--- src/rtl/uart_pkg.sv ---
// Shared types and helpers for the streaming UART transmitter.
// Frame states, parity modes and the parity-bit function.
package uart_pkg;

    typedef enum logic [2:0] {
        ST_IDLE,
        ST_START,
        ST_DATA,
        ST_PARITY,
        ST_STOP
    } tx_state_t;

    localparam int PAR_NONE = 0;
    localparam int PAR_EVEN = 1;
    localparam int PAR_ODD  = 2;

    // Even parity makes the total count of ones even; odd makes it odd.
    function automatic logic parity_bit(
        input logic [31:0] word,
        input int          mode
    );
        logic p;
        p = ^word;
        if (mode == PAR_EVEN) begin
            return p;
        end else if (mode == PAR_ODD) begin
            return ~p;
        end
        return 1'b0;
    endfunction

endpackage

--- src/rtl/uart_tx_stream_if.sv ---
// Valid/ready word stream feeding the UART transmitter.
// The producer (result path) is the master, the transmitter the slave.
interface uart_tx_stream_if #(
    parameter int DATA_W = 16
) ();

    logic [DATA_W-1:0] s_data;
    logic              s_valid;
    logic              s_ready;

    modport master (
        output s_data,
        output s_valid,
        input  s_ready
    );

    modport slave (
        input  s_data,
        input  s_valid,
        output s_ready
    );

endinterface

--- src/rtl/sync_fifo.sv ---
// Small synchronous FIFO with registered ready and an explicit level counter.
// Ready is registered from the next level, so a pop while full frees a slot one edge later.
module sync_fifo #(
    parameter int W     = 16,
    parameter int DEPTH = 4
) (
    input  logic                   clk,
    input  logic                   rst,
    input  logic                   push_i,
    input  logic [W-1:0]           data_i,
    input  logic                   pop_i,
    output logic [W-1:0]           data_o,
    output logic                   ready_o,
    output logic                   empty_o,
    output logic [$clog2(DEPTH):0] level_o
);

    localparam int AW = $clog2(DEPTH);
    localparam int LW = AW + 1;

    logic [W-1:0]  mem_q [DEPTH];
    logic [AW-1:0] wr_q;
    logic [AW-1:0] rd_q;
    logic [LW-1:0] level_q;
    logic [LW-1:0] level_d;
    logic          ready_q;
    logic          push_ok;

    assign push_ok = push_i & ready_q;

    // Level follows push and pop; both together leave it unchanged.
    always_comb begin
        level_d = level_q + LW'(push_ok) - LW'(pop_i);
    end

    // Pointers, level and registered ready.
    always_ff @(posedge clk) begin
        if (rst) begin
            wr_q    <= '0;
            rd_q    <= '0;
            level_q <= '0;
            ready_q <= 1'b1;
        end else begin
            if (push_ok) begin
                wr_q <= wr_q + AW'(1);
            end
            if (pop_i) begin
                rd_q <= rd_q + AW'(1);
            end
            level_q <= level_d;
            ready_q <= (level_d != LW'(DEPTH));
        end
    end

    // Storage is not reset; only pointers define what is valid.
    always_ff @(posedge clk) begin
        if (push_ok) begin
            mem_q[wr_q] <= data_i;
        end
    end

    assign data_o  = mem_q[rd_q];
    assign ready_o = ready_q;
    assign empty_o = (level_q == '0);
    assign level_o = level_q;

endmodule

--- src/rtl/uart_tx_stream.sv ---
// UART transmitter fed by a buffered valid/ready word stream.
// Frames are start, DATA_W bits LSB first, optional parity, then stop bits.
module uart_tx_stream
    import uart_pkg::*;
#(
    parameter int DATA_W       = 16,
    parameter int CLKS_PER_BIT = 1,
    parameter int PARITY       = PAR_NONE,
    parameter int STOP_BITS    = 1,
    parameter int FIFO_DEPTH   = 4
) (
    input  logic                        clk,
    input  logic                        rst,
    uart_tx_stream_if.slave             s,
    output logic                        tx,
    output logic                        busy,
    output logic [$clog2(FIFO_DEPTH):0] level
);

    localparam int CNT_W = (CLKS_PER_BIT > 1) ? $clog2(CLKS_PER_BIT) : 1;
    localparam int BIT_W = $clog2(DATA_W) + 1;

    localparam logic [CNT_W-1:0] CNT_LAST  = CNT_W'(CLKS_PER_BIT - 1);
    localparam logic [BIT_W-1:0] DATA_LAST = BIT_W'(DATA_W - 1);
    localparam logic [BIT_W-1:0] STOP_LAST = BIT_W'(STOP_BITS - 1);

    tx_state_t                   state_q;
    tx_state_t                   state_d;
    logic [CNT_W-1:0]            cnt_q;
    logic [CNT_W-1:0]            cnt_d;
    logic [BIT_W-1:0]            bit_q;
    logic [BIT_W-1:0]            bit_d;
    logic [DATA_W-1:0]           shift_q;
    logic [DATA_W-1:0]           shift_d;
    logic                        par_q;
    logic                        par_d;
    logic                        tx_q;
    logic                        tx_d;
    logic                        busy_q;
    logic                        busy_d;

    logic                        pop;
    logic                        bit_end;
    logic [DATA_W-1:0]           fifo_data;
    logic                        fifo_ready;
    logic                        fifo_empty;
    logic [$clog2(FIFO_DEPTH):0] fifo_level;

    sync_fifo #(
        .W     (DATA_W),
        .DEPTH (FIFO_DEPTH)
    ) u_fifo (
        .clk     (clk),
        .rst     (rst),
        .push_i  (s.s_valid),
        .data_i  (s.s_data),
        .pop_i   (pop),
        .data_o  (fifo_data),
        .ready_o (fifo_ready),
        .empty_o (fifo_empty),
        .level_o (fifo_level)
    );

    assign bit_end = (cnt_q == CNT_LAST);

    // State register plus all datapath and output registers.
    always_ff @(posedge clk) begin
        if (rst) begin
            state_q <= ST_IDLE;
            cnt_q   <= '0;
            bit_q   <= '0;
            shift_q <= '0;
            par_q   <= 1'b0;
            tx_q    <= 1'b1;
            busy_q  <= 1'b0;
        end else begin
            state_q <= state_d;
            cnt_q   <= cnt_d;
            bit_q   <= bit_d;
            shift_q <= shift_d;
            par_q   <= par_d;
            tx_q    <= tx_d;
            busy_q  <= busy_d;
        end
    end

    // Next state; the last stop bit pops straight into a new start bit.
    always_comb begin
        state_d = state_q;
        pop     = 1'b0;
        unique case (state_q)
            ST_IDLE: begin
                if (!fifo_empty) begin
                    pop     = 1'b1;
                    state_d = ST_START;
                end
            end
            ST_START: begin
                if (bit_end) begin
                    state_d = ST_DATA;
                end
            end
            ST_DATA: begin
                if (bit_end && bit_q == DATA_LAST) begin
                    state_d = (PARITY != PAR_NONE) ? ST_PARITY : ST_STOP;
                end
            end
            ST_PARITY: begin
                if (bit_end) begin
                    state_d = ST_STOP;
                end
            end
            ST_STOP: begin
                if (bit_end && bit_q == STOP_LAST) begin
                    if (!fifo_empty) begin
                        pop     = 1'b1;
                        state_d = ST_START;
                    end else begin
                        state_d = ST_IDLE;
                    end
                end
            end
            default: begin
                state_d = ST_IDLE;
            end
        endcase
    end

    // Baud counter, bit counter, shift register and latched parity.
    always_comb begin
        cnt_d   = (state_q == ST_IDLE || bit_end) ? '0 : cnt_q + CNT_W'(1);
        bit_d   = bit_q;
        shift_d = shift_q;
        par_d   = par_q;
        if (state_d != state_q) begin
            bit_d = '0;
        end else if (bit_end) begin
            bit_d = bit_q + BIT_W'(1);
        end
        if (pop) begin
            shift_d = fifo_data;
            par_d   = parity_bit(32'(fifo_data), PARITY);
        end else if (state_q == ST_DATA && bit_end) begin
            shift_d = shift_q >> 1;
        end
    end

    // Line level and busy; both land one edge after the FSM, so they stay aligned.
    always_comb begin
        busy_d = (state_q != ST_IDLE) || (!fifo_empty && !pop);
        unique case (state_q)
            ST_IDLE:   tx_d = 1'b1;
            ST_START:  tx_d = 1'b0;
            ST_DATA:   tx_d = shift_q[0];
            ST_PARITY: tx_d = par_q;
            ST_STOP:   tx_d = 1'b1;
            default:   tx_d = 1'b1;
        endcase
    end

    assign s.s_ready = fifo_ready;
    assign tx        = tx_q;
    assign busy      = busy_q;
    assign level     = fifo_level;

endmodule

--- src/flat_wrapper.sv ---
// flat-port wrapper written by rule: the top's interface ports become plain ports
module uart_tx_stream_flat import uart_pkg::*;
#(
    parameter int DATA_W       = 16,
    parameter int CLKS_PER_BIT = 1,
    parameter int PARITY       = PAR_NONE,
    parameter int STOP_BITS    = 1,
    parameter int FIFO_DEPTH   = 4
)
  (clk, rst, tx, busy, level, s_s_data, s_s_valid, s_s_ready);
  uart_tx_stream_if #(.DATA_W(DATA_W)) s_i ();
  input  logic clk;
  input  logic rst;
  output logic tx;
  output logic busy;
  output logic [$clog2(FIFO_DEPTH):0] level;
  input wire logic [$bits(s_i.s_data)-1:0] s_s_data;
  input wire logic [$bits(s_i.s_valid)-1:0] s_s_valid;
  output wire logic [$bits(s_i.s_ready)-1:0] s_s_ready;
  assign s_i.s_data = s_s_data;
  assign s_i.s_valid = s_s_valid;
  assign s_s_ready = s_i.s_ready;
  uart_tx_stream #(.DATA_W(DATA_W), .CLKS_PER_BIT(CLKS_PER_BIT), .PARITY(PARITY), .STOP_BITS(STOP_BITS), .FIFO_DEPTH(FIFO_DEPTH)) u_core (.clk(clk), .rst(rst), .s(s_i), .tx(tx), .busy(busy), .level(level));
endmodule
--- config.mk ---
export PLATFORM = sky130hd
export DESIGN_NAME = uart_tx_stream_flat
export DESIGN_NICKNAME = d
export VERILOG_FILES = /design/src/rtl/uart_pkg.sv /design/src/rtl/uart_tx_stream_if.sv /design/src/rtl/sync_fifo.sv /design/src/rtl/uart_tx_stream.sv /design/src/flat_wrapper.sv
export SDC_FILE = /design/constraint.sdc
export NUM_CORES = 1
export LEC_CHECK = 0
export CAP_MARGIN = 20
export CORE_UTILIZATION = 41
export CTS_CLUSTER_DIAMETER = 200
export DETAILED_ROUTE_END_ITERATION = 6
export GPL_ROUTABILITY_DRIVEN = 1
export PLACE_DENSITY = 0.58
export SLEW_MARGIN = 0
export SYNTH_ARGS = -nofsm -noshare
export SYNTH_HDL_FRONTEND = slang
export SYNTH_SLANG_ARGS = --single-unit
--- constraint.sdc ---
create_clock -name clk -period 3.85 [get_ports clk]
set_clock_uncertainty 0.05 [all_clocks]
set_input_delay 0.5775 -clock clk [delete_from_list [all_inputs] [get_ports clk]]
set_output_delay 0.5775 -clock clk [all_outputs]
set_load 0.005 [all_outputs]
==> Flow_metrics.wiki, run 1 <==
{| class="wikitable"
! Metric !! Value
|-
| Leak pwr || 1.54 nW
|-
| Top post-synthesis cells by count || 64 x sky130_fd_sc_hd__edfxtp_1, 39 x sky130_fd_sc_hd__nor2_1, 37 x sky130_fd_sc_hd__dfxtp_1
|-
| Worst-path cell with the longest stage delay || sky130_fd_sc_hd__dfxtp_1
|-
| Maximum number of pins on one net before global-route repair || 25
|-
| Setup TNS Final || 0 ns
|-
| Number of global-route vias before repair || 2153
|-
| Cell count after synthesis || 283
|-
| Synth area leader || sky130_fd_sc_hd__edfxtp_1
|-
| Area of the core || 9420 sq um
|-
| Clock transition time at the flip-flop clock pins of the worst setup and hold paths || about 0.09 ns
|-
| Largest family of logic cells by synthesized area || simple AND/OR/NAND/NOR gates
|-
| Time the final worst path needs with I/O delays and setup || 2.90 ns
|-
| Remaining number of nets flagged by the antenna check after routing || 0
|-
| Row count || 35
|-
| Post-DR wirelength/cell || 15.6 um
|-
| Aggregate global routing overflow || 0
|-
| Synth Flop Type || sky130_fd_sc_hd__edfxtp_1
|-
| H-tree levels || 3
|-
| Clock Sink Count || around 100
|-
| Signal arrival time at the worst endpoint || between 3 and 4 ns
|-
| Reg2reg setup slack || 0.95 ns
|-
| PD cells || approximately 630 nW/um^2
|-
| Cts hold-fix bufs || 0
|-
| Worst path buffer plus inverter count || 1
|-
| Global Route Usage Sum || 0.147
|-
| Required @ worst endpoint || 4.05 ns
|-
| Most prevalent standard cell on the critical path || sky130_fd_sc_hd__xor2_1
|-
| Reg2Reg Launch Point || u_core.cnt_q
|-
| Global routing met3 resource utilization || 0.0455
|-
| Final number of max-transition violations || 0
|-
| TritonCTS clock tree || done
|-
| Cell variety after synth || 48
|-
| Syn Std Cell Area || 4050 sq um
|-
| CTS resizes || 0
|-
| Family with the most delay on the worst path || simple AND/OR/NAND/NOR gates
|-
| Avg Inst Size Synth || 14.3 sq um
|-
| Final setup viols || 0
|-
| Worst Setup Slack, final || around 0.95 ns
|-
| Number of buffers added by the clock tree synthesis step || 9
|-
| Count of vias placed by the detailed router || 2214
|-
| Detailed-placement wirelength estimate || 4490 um
|-
| Terminus of the critical flop-to-flop path || u_core.u_fifo.ready_o
|-
| Final Hold Fails || 0
|-
| Synth Area in XOR/XNOR || 0.0195
|-
| Router iterations before antenna repair || 4
|-
| Number of flops mapped to enable cells by yosys || 64
|-
| Max Fclk || 0.344 GHz
|-
| Crit Path Max Fanout || 19
|-
| Endpoint of the worst hold-timing path || u_core.shift_q[15]
|-
| Area added between synthesis and finish || 13.2%
|-
| Wire length after detailed routing || 6830 um
|-
| Number of antenna diodes || 0
|-
| Final GP Congestion || 0.743
|-
| Number of primary I/O pins || 25
|-
| Multiplexer share of the synthesized area || 0.0915
|-
| DRC violation total after the first TritonRoute iteration || 87
|-
| Number of vias per cell || 5.05
|-
| Sequence of cells on the critical path || nor4_2, a21bo_2, nand2_2, xor2_1, ha_1, inv_1, fa_1, xor2_1, xnor2_1, nor2_1, nand3b_1
|-
| RSZ-0062 raised after global routing || false
|-
| Count of max-cap constraint violations || 0
|-
| Chip Height || 101 um
|-
| Pre-CTS setup slack || 0.900 ns
|-
| Share of synthesized registers carrying an async set or reset || 0
|-
| Worst-margin pin slew || 0.948 ns
|-
| Setup bufs post-CTS || 0
|-
| Post-layout net count || roughly 330
|-
| Complex-gate fraction of the synthesized area || 0.0547
|-
| Clock tree root buffer cell || sky130_fd_sc_hd__clkbuf_8
|-
| Max VDD drop || 0.230 mV
|-
| Share of the yosys chip area belonging to registers || 0.658
|-
| Post-route DRC violation count || 0
|-
| Result of the run || complete, no violations
|-
| Share of cells above drive strength 1 || 0.129
|-
| Total of flip-flops plus latches after synthesis || 101
|-
| Initial standard-cell utilization of the core || 0.430
|-
| GRT met1 Usage || 0.183
|-
| Share of Yosys cell area claimed by the top area cell type || 0.475
|-
| Post-synthesis share of cell area spent on full adders, half adders and majority gates || 0.0297
|-
| Kind of start point of the critical path || flop
|-
| Most frequent cell after synthesis || sky130_fd_sc_hd__edfxtp_1
|-
| Worst Hold Class || flop to flop
|-
| Global Route met2 Usage || 0.249
|-
| Count of cells along the worst register-to-register path || 11
|-
| Slew Limit Headroom || 0.366
|-
| Number of antenna violations at the first check in global routing || 0
|-
| Maximum single-stage delay on the critical path || 0.46 ns
|-
| Crit share post-route || 0.754
|-
| Busiest metal layer after global routing || met2
|-
| Yosys warnings || 0
|-
| Critical Path End Type || flop
|-
| Die outline area || roughly 10000 sq um
|-
| Chip width || between 100 and 150 um
|-
| Synth Net Count || 311
|-
| First-pass GRT wire length || 11000 um
|-
| Kind of critical path || flop to flop
|-
| Synth area leaders || sky130_fd_sc_hd__edfxtp_1 47%, sky130_fd_sc_hd__dfxtp_1 18%, sky130_fd_sc_hd__mux4_2 8.9%
|-
| Clock insertion delay at the later pin of the skew report || approximately 0.36 ns
|-
| Simple-gate portion of the synthesized area || 0.115
|-
| Worst-case clock buffer depth || 2
|-
| Count of fill cells added during filler insertion || 842
|-
| Count of buffers inserted at the top-level ports || 24
|-
| Startpoint of the tightest hold check path || u_core.shift_q[15]
|-
| Number of stages on the worst hold path || 2
|}
==> cells by family after synthesis <==
kind of cell | Yosys count
AO/OA/AOI/OAI | 29
XOR/XNOR | 9
adder cells (fa/ha/maj) | 9
buffers and inverters | 26
flip-flops | 101
multiplexers | 17
other | 1
AND/OR/NAND/NOR | 91
==> area by class of cell <==
type,instances,area (sq um),share of cell area
inverter,9,33.8,0.00738
sequential,101,2660,0.581
clock inverter,6,71.3,0.0156
timing repair buffer,27,263,0.0574
clock buffer,10,128,0.0279
multi-input combinational,156,1260,0.275
tap,129,161,0.0352
==> worst register-to-register path, stage by stage, from the launching register on <==
cell	delay [ns]
sky130_fd_sc_hd__dfxtp_1	0.46
sky130_fd_sc_hd__nor4_2	0.43
sky130_fd_sc_hd__a21bo_2	0.30
sky130_fd_sc_hd__nand2_2	0.28
sky130_fd_sc_hd__xor2_1	0.22
sky130_fd_sc_hd__ha_1	0.16
sky130_fd_sc_hd__inv_1	0.05
sky130_fd_sc_hd__fa_1	0.36
sky130_fd_sc_hd__xor2_1	0.16
sky130_fd_sc_hd__xnor2_1	0.12
sky130_fd_sc_hd__nor2_1	0.12
sky130_fd_sc_hd__nand3b_1	0.09
==> how the worst max path moves through the flow <==
| stage | startpoint | end | cells past startpoint |
|---|---|---|---|
| floorplan | u_core.state_q[1] | u_core.u_fifo.ready_o | 14 |
| global placement | u_core.cnt_q | u_core.u_fifo.ready_o | 11 |
| detailed placement | u_core.cnt_q | u_core.u_fifo.ready_o | 11 |
| CTS | u_core.cnt_q | u_core.u_fifo.ready_o | 11 |
| global route | u_core.cnt_q | u_core.u_fifo.ready_o | 11 |
| finish | u_core.cnt_q | u_core.u_fifo.ready_o | 11 |
==> where the power goes <==
group / total [mW] / switching, mW / internal [mW]
Clock: 0.674 / 0.366 / 0.308
Sequential: 1.45 / 0.123 / 1.32
Combinational: 0.756 / 0.389 / 0.367
==> metrics by stage <==
| step | instance area, sq um | hold slack [ns] | total power, mW | std cells | util |
|---|---|---|---|---|---|
| 2_1_floorplan | 4050 | 0.386 | 2.04 | 283 | - |
| 3_3_place_gp | 4380 | 0.405 | 2.23 | 422 | 0.465 |
| 3_5_place_dp | 4380 | 0.409 | 2.24 | 422 | 0.465 |
| 4_1_cts | 4580 | 0.427 | 2.91 | 438 | 0.487 |
| 5_1_grt | 4580 | 0.443 | 3.04 | 438 | 0.487 |
| 6_report | 4580 | 0.430 | 2.88 | 438 | 0.487 |
==> registers in the layout, indices dropped and copies added (netlist names), named ones only <==
signal,cells
u_core.state_q,3
u_core.u_fifo.rd_q,2
u_core.bit_q,5
u_core.busy,1
u_core.tx,1
u_core.cnt_q,1
u_core.u_fifo.mem_q,64
u_core.u_fifo.level_o,3
u_core.shift_q,16
u_core.u_fifo.wr_q,2
u_core.u_fifo.ready_o,1
==> cell usage in the layout (no fill, tap or decap), types with 2 or more instances in the layout <==
master	count
sky130_fd_sc_hd__a311oi_1	3
sky130_fd_sc_hd__o21ai_0	2
sky130_fd_sc_hd__nand3_1	4
sky130_fd_sc_hd__a211oi_1	2
sky130_fd_sc_hd__nand4b_1	4
sky130_fd_sc_hd__inv_1	9
sky130_fd_sc_hd__mux4_2	16
sky130_fd_sc_hd__and3_1	5
sky130_fd_sc_hd__nor3_1	2
sky130_fd_sc_hd__clkinvlp_4	2
sky130_fd_sc_hd__o311ai_0	3
sky130_fd_sc_hd__clkbuf_8	9
sky130_fd_sc_hd__nor2_2	2
sky130_fd_sc_hd__nand2_1	12
sky130_fd_sc_hd__inv_8	2
sky130_fd_sc_hd__a21oi_1	9
sky130_fd_sc_hd__nor4_1	5
sky130_fd_sc_hd__nor3b_1	4
sky130_fd_sc_hd__clkdlybuf4s50_1	24
sky130_fd_sc_hd__xnor2_1	3
sky130_fd_sc_hd__dfxtp_1	37
sky130_fd_sc_hd__or3_1	2
sky130_fd_sc_hd__a221o_1	3
sky130_fd_sc_hd__nor2_1	39
sky130_fd_sc_hd__buf_4	3
sky130_fd_sc_hd__nand3b_1	2
sky130_fd_sc_hd__xor2_1	6
sky130_fd_sc_hd__edfxtp_1	64
sky130_fd_sc_hd__ha_1	8
sky130_fd_sc_hd__nor2b_1	3
==> layer usage <==
| layer | vias up | part of all wire | wire [um] |
|---|---|---|---|
| met5 | - | 0 | 0 |
| met4 | 0 | 0.010 | 70 |
| met3 | 6 | 0.027 | 184 |
| met2 | 25 | 0.50 | 3440 |
| met1 | 1094 | 0.46 | 3140 |
| li1 | 1089 | - | - |
Note: power is estimated with default switching activity, not from simulation.
==> inputs of run 2 (changes only) <==
==> constraint.sdc (replaced) <==
create_clock -name clk -period 3 [get_ports clk]
set_clock_uncertainty 0.05 [all_clocks]
set_input_delay 0.45 -clock clk [delete_from_list [all_inputs] [get_ports clk]]
set_output_delay 0.45 -clock clk [all_outputs]
set_load 0.005 [all_outputs]
==> run 2 against run 1 <==
Global-route usage rose by 0.45 points. Clock power rose by 27%. Fmax up 18%. Via count increased by 2.9%. Register-to-register slack worse by 0.42 ns. Sequential share of layout area fell by 0.84 points. Largest cell class unchanged.
==> Flow_metrics.wiki, run 2 (same netlist as run 1, synthesis figures left out) <==
{| class="wikitable"
! Metric !! Value
|-
| Result of the run || complete, no violations
|-
| Count of buffers inserted at the top-level ports || 24
|-
| Count of fill cells added during filler insertion || slightly above 800
|-
| Cts hold-fix bufs || 0
|-
| Slew Limit Headroom || 0.512
|-
| Pre-CTS setup slack || between 0.4 and 0.5 ns
|-
| Top register by number of flip-flops || u_core.u_fifo.mem_q
|-
| Area of the core || 9420 sq um
|-
| Clock transition time at the flip-flop clock pins of the worst setup and hold paths || 0.10 ns
|-
| Number of primary I/O pins || 25
|-
| Row count || 35
|-
| Worst Hold Class || flop to flop
|-
| Crit Path Max Fanout || 9
|-
| Startpoint of the tightest hold check path || u_core.shift_q[0]
|-
| Kind of start point of the critical path || flop
|-
| Most prevalent standard cell on the critical path || sky130_fd_sc_hd__xor2_1
|-
| Worst hold slack || about 0.42 ns
|-
| Setup TNS Final || 0 ns
|-
| Worst-margin pin slew || 0.722 ns
|-
| Post-layout net count || 341
|-
| Count of vias placed by the detailed router || 2278
|-
| Most frequent standard cell in the layout excluding fill and tap cells || sky130_fd_sc_hd__edfxtp_1
|-
| Worst-path cell with the longest stage delay || sky130_fd_sc_hd__nor4_2
|-
| Worst Setup Slack, final || between 0.5 and 0.6 ns
|-
| Remaining number of nets flagged by the antenna check after routing || 0
|-
| Post-DR wirelength/cell || 15.7 um
|-
| Chip width || around 100 um
|-
| Number of vias per cell || 5.10
|-
| First-pass GRT wire length || ~11000 um
|-
| Chip Height || 101 um
|-
| TritonCTS clock tree || done
|-
| Max Fclk || 0.405 GHz
|-
| Detailed-placement wirelength estimate || between 4000 and 5000 um
|-
| Total chip power || 3.73 mW
|-
| Aggregate global routing overflow || 0
|-
| Endpoint of the worst hold-timing path || u_core.shift_q[0]
|-
| Max VDD drop || 0.332 mV
|-
| Setup bufs post-CTS || 0
|-
| Critical Path End Type || flop
|-
| CTS resizes || 0
|-
| Clock Sink Count || 101
|-
| Reg2reg setup slack || 0.53 ns
|-
| Final number of max-transition violations || 0
|-
| Required @ worst endpoint || 3.21 ns
|-
| Commonest non-fill, non-tap cells in the layout || 64 x sky130_fd_sc_hd__edfxtp_1, 39 x sky130_fd_sc_hd__nor2_1, 37 x sky130_fd_sc_hd__dfxtp_1
|-
| Maximum number of pins on one net before global-route repair || 19
|-
| Clock tree root buffer cell || sky130_fd_sc_hd__clkbuf_8
|-
| PD cells || 802 nW/um^2
|-
| Kind of critical path || flop to flop
|-
| RSZ-0062 raised after global routing || false
|-
| Setup crit start || u_core.bit_q[2]
|-
| Area added between synthesis and finish || 14.8%
|-
| Post-route DRC violation count || 0
|-
| Number of stages on the worst hold path || 1
|-
| Sequence of cells on the critical path || nor4_2, a21bo_2, nand2_2, xor2_1, ha_1, inv_1, fa_1, xor2_1, xnor2_1, nor2_1, nand3b_1
|-
| Time the final worst path needs with I/O delays and setup || 2.47 ns
|-
| Router iterations before antenna repair || 5
|-
| Number of buffers added by the clock tree synthesis step || 9
|-
| Maximum single-stage delay on the critical path || 0.37 ns
|-
| Max reg flops || 64
|-
| Final GP Congestion || 0.733
|-
| Crit share post-route || 0.823
|-
| Final setup viols || 0
|-
| Number of global-route vias before repair || 2227
|-
| Registers with the most flip-flops || u_core.u_fifo.mem_q x64, u_core.shift_q x16, u_core.bit_q x5
|-
| Worst-case clock buffer depth || 2
|-
| Leak pwr || between 1.5 and 2 nW
|-
| Signal arrival time at the worst endpoint || approximately 2.7 ns
|-
| Final Hold Fails || 0
|-
| H-tree levels || 3
|-
| Terminus of the critical flop-to-flop path || u_core.u_fifo.ready_o
|-
| Number of antenna violations at the first check in global routing || 0
|-
| Share of cells above drive strength 1 || 0.160
|-
| Die outline area || 10300 sq um
|-
| Count of cells along the worst register-to-register path || 11
|-
| Reg2Reg Launch Point || u_core.bit_q[2]
|-
| DRC violation total after the first TritonRoute iteration || 107
|-
| Post-route core utilization || 0.494
|-
| Global Route Usage Sum || 0.151
|-
| Wire length after detailed routing || 7030 um
|-
| Clock insertion delay at the later pin of the skew report || 0.37 ns
|-
| Initial standard-cell utilization of the core || 0.430
|-
| Number of antenna diodes || 0
|-
| Count of max-cap constraint violations || 0
|}
run 2: cell count changes in the layout (fill, tap and decap cells not counted), sizes merged:
cell    previous run  this run
clkinv             1         3
inv               11        10
buf                3        12
clkbuf            10         9
run 2: worst max-delay path by stage:
| stage | to | depth (start not counted) |
|---|---|---|
| 2_1_floorplan | u_core.u_fifo.ready_o | 14 |
| 3_5_place_dp | u_core.u_fifo.ready_o | 10 |
| 4_1_cts | u_core.u_fifo.ready_o | 11 |
| 5_1_grt | u_core.u_fifo.ready_o | 11 |
| 6_report | u_core.u_fifo.ready_o | 11 |
| 3_3_place_gp | u_core.u_fifo.ready_o | 10 |
run 2: worst max-delay path, delay by kind of cell, from the launching register on:
family	cells	cell delay, ns
AOI/OAI and AO/OA	1	0.31
xor gates and xnor gates	3	0.41
adders and majority gates	2	0.52
buffers and inverters	1	0.04
DFF	1	0.36
and+or+nand+nor	4	0.67
run 2: layout make-up:
type                       count  area, sq um  area share
sequential                   101         2660       0.573
multi-input combinational    156         1260       0.271
timing repair buffer          36          330      0.0711
tap                          129          161      0.0347
clock buffer                   9          124      0.0266
clock inverter                 7         75.1      0.0162
inverter                       9         33.8     0.00727
run 2: where the power goes:
part / total (mW) / leakage [nW] / switching, mW / internal [mW]
sequential: 1.83 / 0.891 / 0.131 / 1.70
clock: 0.858 / 0.0971 / 0.468 / 0.390
combinational: 1.04 / 0.603 / 0.535 / 0.507
total: 3.73 / 1.59 / 1.13 / 2.59
run 2: layer usage:
metal	vias to the layer above	wire [um]	global-route usage
met4	0	74	0.0468
met1	1122	3190	0.185
met2	42	3480	0.251
li1	1105	-	-
met5	-	0	0
met3	9	282	0.0538
run 2: per-stage QoR:
step / instances / instance area [sq um]
after global routing: 447 / 4650
after floorplan: 283 / 4050
after global placement: 431 / 4450
after detailed placement: 431 / 4450
final: 447 / 4650
after CTS: 447 / 4650
==> inputs of run 3 (changes only) <==
--- a/config.mk
+++ b/config.mk
@@ -10,7 +10,7 @@
 export CTS_CLUSTER_DIAMETER = 200
 export DETAILED_ROUTE_END_ITERATION = 6
 export GPL_ROUTABILITY_DRIVEN = 1
-export PLACE_DENSITY = 0.58
+export PLACE_DENSITY = 0.6
 export SLEW_MARGIN = 0
 export SYNTH_ARGS = -nofsm -noshare
 export SYNTH_HDL_FRONTEND = slang
==> constraint.sdc (replaced) <==
create_clock -name clk -period 2 [get_ports clk]
set_clock_uncertainty 0.05 [all_clocks]
set_input_delay 0.3 -clock clk [delete_from_list [all_inputs] [get_ports clk]]
set_output_delay 0.3 -clock clk [all_outputs]
set_load 0.005 [all_outputs]
==> run 3 against run 2 <==
The flow now finishes with violations (negative setup slack). First-iteration DRC count shrank 19%. Die area unchanged. Sequential power is 48% higher. Sequential share of layout area shrank 3.3 points. Fmax is 11% higher. Power increased by 57%. Combinational power up 87%. Critical path type unchanged. Largest cell class unchanged. Largest power group unchanged.
==> Flow_metrics.wiki, run 3 (same netlist as run 1, synthesis figures left out) <==
{| class="wikitable"
! Metric !! Value
|-
| Final GP Congestion || 0.767
|-
| Clock transition time at the flip-flop clock pins of the worst setup and hold paths || 0.09 ns
|-
| Number of vias per cell || 4.99
|-
| Router iterations before antenna repair || 4
|-
| RSZ-0062 raised after global routing || true
|-
| Kind of critical path || flop to flop
|-
| Clk pwr share || 0.208
|-
| Violated checks || negative setup slack
|-
| Commonest non-fill, non-tap cells in the layout || 64 x sky130_fd_sc_hd__edfxtp_1, 39 x sky130_fd_sc_hd__nor2_1, 34 x sky130_fd_sc_hd__dfxtp_1
|-
| Sequence of cells on the critical path || nor4_4, a21bo_2, nand2_4, xor2_1, ha_2, inv_2, fa_2, xor2_1, xnor2_1, nor2_1, nand3b_1
|-
| Count of max-cap constraint violations || 0
|-
| Final number of max-transition violations || 0
|-
| First-pass GRT wire length || approximately 12000 um
|-
| Count of vias placed by the detailed router || 2357
|-
| Family with the most delay on the worst path || simple AND/OR/NAND/NOR gates
|-
| Crit Path Max Fanout || 2
|-
| Result of the run || finished, violations left
|-
| Area added between synthesis and finish || 21.9%
|-
| Final Hold Fails || 0
|-
| Internal Dissipation || 4.12 mW
|-
| Crit share post-route || 1.11
|-
| Worst-case clock buffer depth || 2
|-
| DRC violation total after the first TritonRoute iteration || 87
|-
| Number of primary I/O pins || 25
|-
| Worst-path cell with the longest stage delay || sky130_fd_sc_hd__dfxtp_2
|-
| Signal arrival time at the worst endpoint || around 2.4 ns
|-
| Worst path buffer plus inverter count || 1
|-
| Placed Instances || 456
|-
| Post-layout net count || 367
|-
| Max Fclk || between 0.4 and 0.5 GHz
|-
| Max reg flops || 64
|-
| Post-route DRC violation count || 0
|-
| Detailed-placement wirelength estimate || 4840 um
|-
| Chip width || between 100 and 150 um
|-
| Most prevalent standard cell on the critical path || sky130_fd_sc_hd__xor2_1
|-
| Required @ worst endpoint || around 2.2 ns
|-
| Registers with the most flip-flops || u_core.u_fifo.mem_q x64, u_core.shift_q x16, u_core.bit_q x5
|-
| Area of the core || around 9400 sq um
|-
| Maximum single-stage delay on the critical path || around 0.35 ns
|-
| Share of cells above drive strength 1 || 0.236
|-
| Number of antenna violations at the first check in global routing || 0
|-
| Cell Count, Final, Fillers Out || 472
|-
| Row count || 35
|-
| Number of antenna diodes || 0
|-
| Time the final worst path needs with I/O delays and setup || 2.22 ns
|-
| Worst Setup Slack, final || -0.222 ns
|-
| Die outline area || 10300 sq um
|-
| Aggregate global routing overflow || 0
|-
| Wire length after detailed routing || just over 7000 um
|-
| PD cells || about 1200 nW/um^2
|-
| Power spent charging and discharging nets || approximately 1.7 mW
|-
| Maximum number of pins on one net before global-route repair || 29
|-
| Worst Hold Class || flop to flop
|-
| Area of combinational cells with multiple inputs || 1290 sq um
|-
| Initial standard-cell utilization of the core || 0.430
|-
| Clock insertion delay at the later pin of the skew report || 0.35 ns
|-
| Most frequent standard cell in the layout excluding fill and tap cells || sky130_fd_sc_hd__edfxtp_1
|-
| Count of fill cells added during filler insertion || around 800
|-
| TritonCTS clock tree || done
|-
| Reg area || 2670 sq um
|-
| Clock Sink Count || 101
|-
| Final setup viols || 2
|-
| Global Route Usage Sum || 0.158
|-
| Number of buffers added by the clock tree synthesis step || 9
|-
| Part of the power in combinational logic || 0.331
|-
| Remaining number of nets flagged by the antenna check after routing || 0
|-
| Max VDD drop || 0.520 mV
|-
| Final non-filler cell area || about 5000 sq um
|-
| Critical Path End Type || flop
|-
| Cts hold-fix bufs || 0
|-
| Chip Height || just over 100 um
|-
| Number of global-route vias before repair || 2373
|-
| H-tree levels || 3
|-
| Kind of start point of the critical path || flop
|-
| Net switching fraction of the power || 0.296
|-
| Count of buffers inserted at the top-level ports || 24
|-
| Clock tree root buffer cell || sky130_fd_sc_hd__clkbuf_8
|-
| Leak pwr || around 1.7 nW
|-
| Post-DR wirelength/cell || between 15 and 20 um
|-
| Instance area after placement || about 4700 sq um
|-
| Sequential power share || 0.461
|-
| Total chip power || around 5.9 mW
|-
| Top register by number of flip-flops || u_core.u_fifo.mem_q
|}
run 3: metal layers:
metal | part of all wire | track usage | vias to the layer above
met5 | 0 | 0 | -
met1 | 0.47 | 0.197 | 1156
met4 | 0.020 | 0.0814 | 0
met3 | 0.020 | 0.0290 | 10
met2 | 0.49 | 0.263 | 32
li1 | - | - | 1159
run 3: power by group through the flow:
stage	sequential, mW	combinational [mW]	clock (mW)
floorplan	2.71	1.29	0
global placement	2.75	1.92	0
detailed placement	2.75	1.95	0
CTS	2.71	1.96	1.25
global route	2.74	2.16	1.33
finish	2.70	1.94	1.22
run 3: what timing repair did:
item                                    in CTS  in global routing
pin swaps                                    3                  4
setup buffers                                0                  1
endpoints found under the setup margin       3                 15
gates resized for setup                      3                  3
run 3: path summary, 6_finish.rpt:
path / slack [ns] / to / start / depth (start not counted)
min: 0.43 / u_core.shift_q[0] / u_core.shift_q[0] / 1
min reg2reg: 0.43 / u_core.shift_q[0] / u_core.shift_q[0] / 1
max reg2reg: -0.22 / u_core.u_fifo.ready_o / u_core.bit_q[4] / 11
max: -0.22 / u_core.u_fifo.ready_o / u_core.bit_q[4] / 11
run 3: stage by stage:
stage | util | TNS (ns) | worst slack (ns) | hold slack (ns)
after floorplan | - | -1.10 | -0.463 | 0.349
after global placement | 0.502 | -0.324 | -0.211 | 0.401
after detailed placement | 0.502 | -0.445 | -0.269 | 0.411
after CTS | 0.522 | -0.366 | -0.237 | 0.430
after global routing | 0.524 | -0.654 | -0.342 | 0.461
final | 0.524 | -0.330 | -0.222 | 0.427
run 3: cell type report:
class / instances / area share
multi-input cells: 156 / 0.262
clock inverters: 5 / 0.0104
well taps: 129 / 0.0327
clock buffers: 10 / 0.0259
repair buffers: 62 / 0.122
inverters: 9 / 0.00684
flip-flops and latches: 101 / 0.540
